<file path="config.mk">
export PLATFORM = sky130hd
export DESIGN_NAME = dsp_mac_pipe
export DESIGN_NICKNAME = d
export VERILOG_FILES = /design/src/rtl/dsp_mac_pipe_pkg.sv /design/src/rtl/dsp_mac_pipe_pipe_reg.sv /design/src/rtl/dsp_mac_pipe.sv
export SDC_FILE = /design/constraint.sdc
export NUM_CORES = 2
export LEC_CHECK = 0
export CELL_PAD_IN_SITES_DETAIL_PLACEMENT = 0
export CELL_PAD_IN_SITES_GLOBAL_PLACEMENT = 1
export CORE_MARGIN = 2
export CORE_UTILIZATION = 41
export DETAILED_ROUTE_END_ITERATION = 7
export PLACE_DENSITY_LB_ADDON = 0.15
export REMOVE_ABC_BUFFERS = 1
export SLEW_MARGIN = 5
export SYNTH_ARGS = -nofsm -noshare
export SYNTH_HDL_FRONTEND = slang
export SYNTH_SLANG_ARGS = --single-unit
export TNS_END_PERCENT = 20
</file>
<file path="constraint.sdc">
create_clock -name clk -period 6.65 [get_ports clk]
set_input_delay 1.33 -clock clk [delete_from_list [all_inputs] [get_ports clk]]
set_output_delay 1.33 -clock clk [all_outputs]
set_load 0.02 [all_outputs]
</file>
<file path="src/rtl/dsp_mac_pipe_pkg.sv">
// Shared OPMODE encodings and accumulator limit helpers for the dsp_mac_pipe slice.
package dsp_mac_pipe_pkg;

    typedef enum logic [1:0] {
        OP_LOAD = 2'b00,
        OP_ACC  = 2'b01,
        OP_ADDC = 2'b10,
        OP_CASC = 2'b11
    } opmode_e;

    localparam int MAX_ACC_W = 128;

    // Callers keep the low acc_w bits: 0111..1 and 1000..0 respectively.
    function automatic logic [MAX_ACC_W-1:0] sat_pos_limit(input int acc_w);
        return (MAX_ACC_W'(1) << (acc_w - 1)) - MAX_ACC_W'(1);
    endfunction

    function automatic logic [MAX_ACC_W-1:0] sat_neg_limit(input int acc_w);
        return ~sat_pos_limit(acc_w);
    endfunction

endpackage

</file>
<file path="src/rtl/dsp_mac_pipe_pipe_reg.sv">
// Optional pipeline register with clock enable and synchronous active-low clear.
// With EN=0 it degenerates to a wire so stage counts stay parameter-driven.
module pipe_reg #(
    parameter int N  = 1,
    parameter bit EN = 1'b1
) (
    input  logic         clk,
    input  logic         rst_n,
    input  logic         ce,
    input  logic [N-1:0] d,
    output logic [N-1:0] q
);

    generate
        if (EN) begin : g_reg
            always_ff @(posedge clk) begin
                if (!rst_n) begin
                    q <= '0;
                end else if (ce) begin
                    q <= d;
                end
            end
        end else begin : g_wire
            logic unused_ctrl;
            assign unused_ctrl = &{1'b0, clk, rst_n, ce};
            assign q = d;
        end
    endgenerate

endmodule

</file>
<file path="src/rtl/dsp_mac_pipe.sv">
// Signed multiply-accumulate slice: optional input and product stages feeding a
// P register with load/accumulate/add-C/cascade modes and optional saturation.
module dsp_mac_pipe
    import dsp_mac_pipe_pkg::*;
#(
    parameter int DATA_W = 18,
    parameter int ACC_W  = 48,
    parameter int AREG   = 1,
    parameter int MREG   = 1,
    parameter int SAT    = 0
) (
    input  logic                       clk,
    input  logic                       RST_N,
    input  logic                       CE,
    input  logic                       IN_VALID,
    input  logic signed [DATA_W-1:0]   A,
    input  logic signed [DATA_W-1:0]   B,
    input  logic signed [ACC_W-1:0]    C,
    input  logic signed [ACC_W-1:0]    PCIN,
    input  logic [1:0]                 OPMODE,
    output logic signed [2*DATA_W-1:0] M,
    output logic signed [ACC_W-1:0]    P,
    output logic signed [ACC_W-1:0]    PCOUT,
    output logic                       P_VALID,
    output logic                       OVF
);

    localparam int EXT_W = ACC_W + 1 - 2*DATA_W;
    localparam logic signed [ACC_W-1:0] SAT_POS = ACC_W'(sat_pos_limit(ACC_W));
    localparam logic signed [ACC_W-1:0] SAT_NEG = ACC_W'(sat_neg_limit(ACC_W));

    logic signed [DATA_W-1:0]   a_p1, b_p1;
    logic signed [ACC_W-1:0]    c_p1, c_p2;
    logic [1:0]                 op_p1, op_p2;
    logic                       vld_p1, vld_p2;
    logic signed [2*DATA_W-1:0] m_p1, m_p2;
    logic signed [ACC_W:0]      addend_p2, m_ext_p2, sum_p2;
    logic                       ovf_p2;

    function automatic logic signed [ACC_W-1:0] sat_or_wrap(input logic signed [ACC_W:0] s);
        if ((SAT != 0) && (s[ACC_W] != s[ACC_W-1])) begin
            return s[ACC_W] ? SAT_NEG : SAT_POS;
        end
        return s[ACC_W-1:0];
    endfunction

    // ---- p0 -> p1: input stage (A, B, C, OPMODE, valid) ----
    pipe_reg #(.N(DATA_W), .EN(AREG != 0)) u_a_p1 (
        .clk(clk), .rst_n(RST_N), .ce(CE), .d(A), .q(a_p1));
    pipe_reg #(.N(DATA_W), .EN(AREG != 0)) u_b_p1 (
        .clk(clk), .rst_n(RST_N), .ce(CE), .d(B), .q(b_p1));
    pipe_reg #(.N(ACC_W), .EN(AREG != 0)) u_c_p1 (
        .clk(clk), .rst_n(RST_N), .ce(CE), .d(C), .q(c_p1));
    pipe_reg #(.N(2), .EN(AREG != 0)) u_op_p1 (
        .clk(clk), .rst_n(RST_N), .ce(CE), .d(OPMODE), .q(op_p1));
    pipe_reg #(.N(1), .EN(AREG != 0)) u_vld_p1 (
        .clk(clk), .rst_n(RST_N), .ce(CE), .d(IN_VALID), .q(vld_p1));

    assign m_p1 = a_p1 * b_p1;

    // ---- p1 -> p2: product stage, with C/OPMODE/valid kept aligned ----
    pipe_reg #(.N(2*DATA_W), .EN(MREG != 0)) u_m_p2 (
        .clk(clk), .rst_n(RST_N), .ce(CE), .d(m_p1), .q(m_p2));
    pipe_reg #(.N(ACC_W), .EN(MREG != 0)) u_c_p2 (
        .clk(clk), .rst_n(RST_N), .ce(CE), .d(c_p1), .q(c_p2));
    pipe_reg #(.N(2), .EN(MREG != 0)) u_op_p2 (
        .clk(clk), .rst_n(RST_N), .ce(CE), .d(op_p1), .q(op_p2));
    pipe_reg #(.N(1), .EN(MREG != 0)) u_vld_p2 (
        .clk(clk), .rst_n(RST_N), .ce(CE), .d(vld_p1), .q(vld_p2));

    // ---- p2 -> P: one guard bit so overflow shows as disagreeing top bits ----
    always_comb begin
        addend_p2 = '0;
        case (opmode_e'(op_p2))
            OP_ACC:  addend_p2 = {P[ACC_W-1], P};
            OP_ADDC: addend_p2 = {c_p2[ACC_W-1], c_p2};
            OP_CASC: addend_p2 = {PCIN[ACC_W-1], PCIN};
            default: addend_p2 = '0;
        endcase
    end

    assign m_ext_p2 = {{EXT_W{m_p2[2*DATA_W-1]}}, m_p2};
    assign sum_p2   = addend_p2 + m_ext_p2;
    assign ovf_p2   = sum_p2[ACC_W] ^ sum_p2[ACC_W-1];

    always_ff @(posedge clk) begin
        if (!RST_N) begin
            P       <= '0;
            P_VALID <= 1'b0;
            OVF     <= 1'b0;
        end else if (CE) begin
            P_VALID <= vld_p2;
            OVF     <= vld_p2 & ovf_p2;
            if (vld_p2) begin
                P <= sat_or_wrap(sum_p2);
            end
        end
    end

    assign PCOUT = P;
    assign M     = m_p2;

endmodule

</file>
Yosys cells after proc, flatten, opt, wreduce, memory -nomap -nowiden --
Index checks and enable logic that the tools add are counted.
Storage, ports and cells: flip-flop bits (word level) 224, output and inout port bits 134
Operators by class: $add $sub $neg 1, $mul 1, eq/ne operators 3, multiplexer cells 1, bitwise logic cells 2, reduce and logical (&&, ||, !) cells 1
Operators by type and width (number):
- case mux 49 bit (3 select lines) | 1
- adder 49 x 36 -> 49 bit | 1
- multiplier 18 x 18 -> 36 bit | 1
- equality test 2 bit, second input constant | 2
- equality test 2 x 1 -> 1 bit, second input constant | 1
- AND reduction 2 bit | 1
- AND 1 bit | 1
- XOR 1 bit | 1

Longest topological paths before layout --
depth in word-level cells 5, gate-level depth with buffers 27

Hierarchy --
A second synthesis with hierarchy kept.
Second synthesis, totals: cells, all modules 2719, area, all modules 24936.4 um2
By module, submodules not included:
- dsp_mac_pipe | instances 1, cells each 2162, area each 18262.5 um2
- pipe_reg (u_c_p1 ...) | instances 2, cells each 155, area each 1845.5 um2
- pipe_reg (u_m_p2) | instances 1, cells each 115, area each 1388.8 um2
- pipe_reg (u_a_p1 ...) | instances 2, cells each 57, area each 688.2 um2
- pipe_reg (u_op_p1 ...) | instances 2, cells each 6, area each 72.6 um2
- pipe_reg (u_vld_p1 ...) | instances 2, cells each 3, area each 36.3 um2

Least setup slack after synthesis --
No wires, ideal clock.
path type register to register, from register u_a_p1.q[17], to register u_m_p2.q[35], data arrival time 6.464 ns, data required time 6.535 ns, setup slack 0.072 ns, cell stages (with the launch flop) 25, buffers on the path 3, cells stage by stage dfxtp_1 -> clkbuf_1 -> clkbuf_1 -> nand2_1 -> fa_1 -> inv_1 -> fa_1 -> fa_1 -> fa_1 -> fa_1 -> inv_1 -> fa_1 -> inv_1 -> ha_1 -> clkbuf_1 -> a21oi_1 -> o21ai_0 -> a21oi_1 -> o21ai_0 -> and4bb_2 -> o31ai_1 -> a211oi_1 -> o21bai_1 -> mux2i_1 -> o21a_1
Between the ends: longest elaborated chain between the ends 1
Ends and longest elaborated chain:
- start, declared | RTL line dsp_mac_pipe_pipe_reg.sv:11 | output logic [N-1:0] q
- start signal, assigned | RTL line dsp_mac_pipe_pipe_reg.sv:18 | q <= '0;
- start signal, assigned | RTL line dsp_mac_pipe_pipe_reg.sv:20 | q <= d;
- multiplier 18 x 18 -> 36 bit | RTL line dsp_mac_pipe.sv:59 | assign m_p1 = a_p1 * b_p1;
- end signal, assigned | RTL line dsp_mac_pipe_pipe_reg.sv:18
- end signal, assigned | RTL line dsp_mac_pipe_pipe_reg.sv:20
- end, declared | RTL line dsp_mac_pipe_pipe_reg.sv:11
Every way passes these cells. A chain may end at the register's enable or synchronous reset.

Final worst setup path --
from register u_a_p1.q[13], to register u_m_p2.q[35]
Same word-level chain as after synthesis.

==> qor.yml <==
overflow: 0
worstReg2RegStart: "u_a_p1.q[13]"
grt_max_degree: 131
fillCellCount: 5713
drive_above_1_share_pct: 7.452
clk_path_buf_depth: 3
cp_slowest_stage_delay_ns: 0.61
fin_total_pwr_mw: 4.995
max-cap-violations: 0
clockRootBuffer: "clkbuf_16"
hold_depth: 2
portBuffers: 271
grt_antenna_before_repair: 1
path_class: "flip-flop to flip-flop"
synth-edff-count: 0
synth_cell_types: 68
post-place-cells: 3663
ir_worst_vdd_uv: 185.6
yosys.area.top_type_share_pct: 26.92
worstSkewPairLatency_ns: 0.57
cp-startpoint: "u_a_p1.q[13]"
firstDrtPassIters: 8
p_leak_nw: 13.57
async_reset_ff_share_pct: 0
slew_headroom_pct: 35.86
hp-class: "flip-flop to flip-flop"
stdcell_count: 3713
initial_core_util_pct: 41.51
cts_buffers: 28
dieArea_um2: 61830
final_nets: 3529
vias: 18565
cts_max_level: 1
final-max-slew-violation-count: 0
setup_tns_ns: 0
setup_viol: 0
synth_seq_cells: 224
yosysMostFrequentCell: "inv_1"
violations: "design-rule violations"
worstSetupStartpointType: "flip-flop"
syn_inst: 2737
grt_setup_unrepaired: "true"
whs_ns: 0.4548
synth_area_leaders: "fa_1 (27%), dfxtp_1 (18%), ha_1 (7.2%), mux2i_1 (6.8%), inv_1 (6.1%)"
area_growth_pct: 18.03
final-hold-violation-count: 0
path_cells: "buf_4, nand2_1, fa_1, inv_1, fa_1, fa_1, fa_1, fa_1, inv_1, fa_1, inv_1, ha_1, a211oi_1, o21ai_0, a21oi_1, o21ai_0, and4bb_2, o31ai_2, a211oi_1, o21bai_1, mux2i_1, o21a_1"
p_per_area_nw_per_um2: 172.4
final_area_um2: 28970
coreArea_um2: 59130
utilization_pct: 48.99
ys_seq_area_share_pct: 18.27
drt.antenna.violating_nets: 0
syn_avg_cell_area_um2: 8.967
cts_sinks: 224
crit_arrival_ns: 6.74
postCtsSetupBuffers: 0
fmax_mhz: 159.3
clkTransAtPathRegs_ns: 0.06
grt_pass1_wl_mm: 106.1
setup_slack_ns: 0.3741
outcome: "complete, but fails checks"
fin_worst_skew_ns: 0.01797
ys_warn_count: 0
worst-endpoint-required_ns: 7.12
first_global_vias: 20058
cts_tree: "yes"
min_from: "OVF"
drt_first_iter_violations: 747
pin_count: 272
dp.final_hpwl_mm: 50.93
wl_per_cell_um: 17.17
cp-end-kind: "flip-flop"
num_rows: 89
worstPathMaxFanout: 10
wirelength_mm: 63.74
place.gp.congestion: 0.8558
min_period_ns: 6.276
reg2reg_depth: 22
netlist_top_cells_count: "inv_1 (396), fa_1 (330), nand2_1 (321)"
grt.total_usage_pct: 21.25
postPlaceCellArea_um2: 27960
synth_area_um2: 24540
drc: 15
die_y_um: 248.7
synth_top_cell_by_area: "fa_1"
fin_crit_sh_pct: 94.37
ys.flop_type: "dfxtp_1"
pre_cts_slack_ns: 0.1201
tightest_slew_ns: 0.9587
crit_top_cell: "fa_1"
avgViaCountPerCell: 5.000
die_x_um: 248.7
critPathSlowestCell: "fa_1"
==> worst paths after layout <==
kind | slack (ns) | to
hold / removal | 0.45 | OVF
setup reg to reg | 0.37 | u_m_p2.q[35]
setup / recovery | 0.37 | u_m_p2.q[35]
hold reg to reg | 0.45 | OVF
==> repair_timing <==
action                                 in CTS  in global routing
endpoints found under the hold margin       0                  0
gates resized for setup                     0                 24
hold buffers                                0                  0
setup endpoints to repair                   0                  9
==> final cells by class <==
| class | count | area (µm²) | area share [%] |
|---|---|---|---|
| clock inverters | 10 | 178.9 | 0.6177 |
| diodes | 1 | 2.502 | 0.008639 |
| well taps | 773 | 967.2 | 3.339 |
| clock buffers | 39 | 793.3 | 2.738 |
| multi-input cells | 1920 | 17660 | 60.96 |
| flip-flops and latches | 224 | 4518 | 15.60 |
| inverters | 396 | 1486 | 5.131 |
| repair buffers | 350 | 3362 | 11.61 |
==> cell families after synthesis <==
logic type	count (synthesis)	share of synthesized area, %
buffers and inverters	593	9.819
AND/OR/NAND/NOR	825	17.28
flip-flops	224	18.27
XOR/XNOR	69	2.462
multiplexers	215	9.013
AO/OA/AOI/OAI	340	9.049
adder cells (fa/ha/maj)	471	34.10
==> where the power goes <==
| part | switching, mW | internal, mW | total [mW] |
|---|---|---|---|
| combinational | 0.959 | 0.835 | 1.79 |
| clock | 0.619 | 1.02 | 1.64 |
| sequential | 0.131 | 1.44 | 1.57 |
| total | 1.71 | 3.29 | 5.00 |
==> state kept, by name, indices dropped and copies added (netlist names), 2 cells and up <==
register / count
u_c_p2.q: 48
u_m_p2.q: 36
P: 48
u_c_p1.q: 48
u_a_p1.q: 18
u_b_p1.q: 18
u_op_p1.q: 2
u_op_p2.q: 2
==> cells in the final DEF (no fill, tap or decap), types with 47 or more instances in the layout <==
master | synthesis | final
a21oi_1 | 65 | 65
and2_1 | 188 | 188
buf_4 | 48 | 75
clkdlybuf4s50_1 | 0 | 269
dfxtp_1 | 224 | 201
fa_1 | 330 | 329
ha_1 | 141 | 141
inv_1 | 396 | 396
mux2_2 | 48 | 48
mux2i_1 | 167 | 167
nand2_1 | 321 | 320
nor2_1 | 47 | 47
nor2b_1 | 178 | 178
o21ai_0 | 111 | 110
xnor2_1 | 51 | 51
==> per-layer routing <==
metal | GRT usage, % | share of wire, % | vias to the layer above
met5 | 0 | 0 | -
met4 | 5.455 | 2.8 | 0
met3 | 3.046 | 4.1 | 79
met2 | 38.71 | 51 | 317
met1 | 26.28 | 42 | 9215
li1 | - | - | 8954
==> critical path, delay by kind of cell, from the launching register on <==
| family | cells | cell delay (ns) |
|---|---|---|
| flops | 1 | 0.53 |
| fa+ha+maj | 7 | 3.30 |
| mux | 1 | 0.12 |
| buf+inv | 4 | 0.39 |
| simple gates | 2 | 0.46 |
| compound gates | 8 | 1.39 |
No activity file was read; power rests on OpenSTA's default activity.
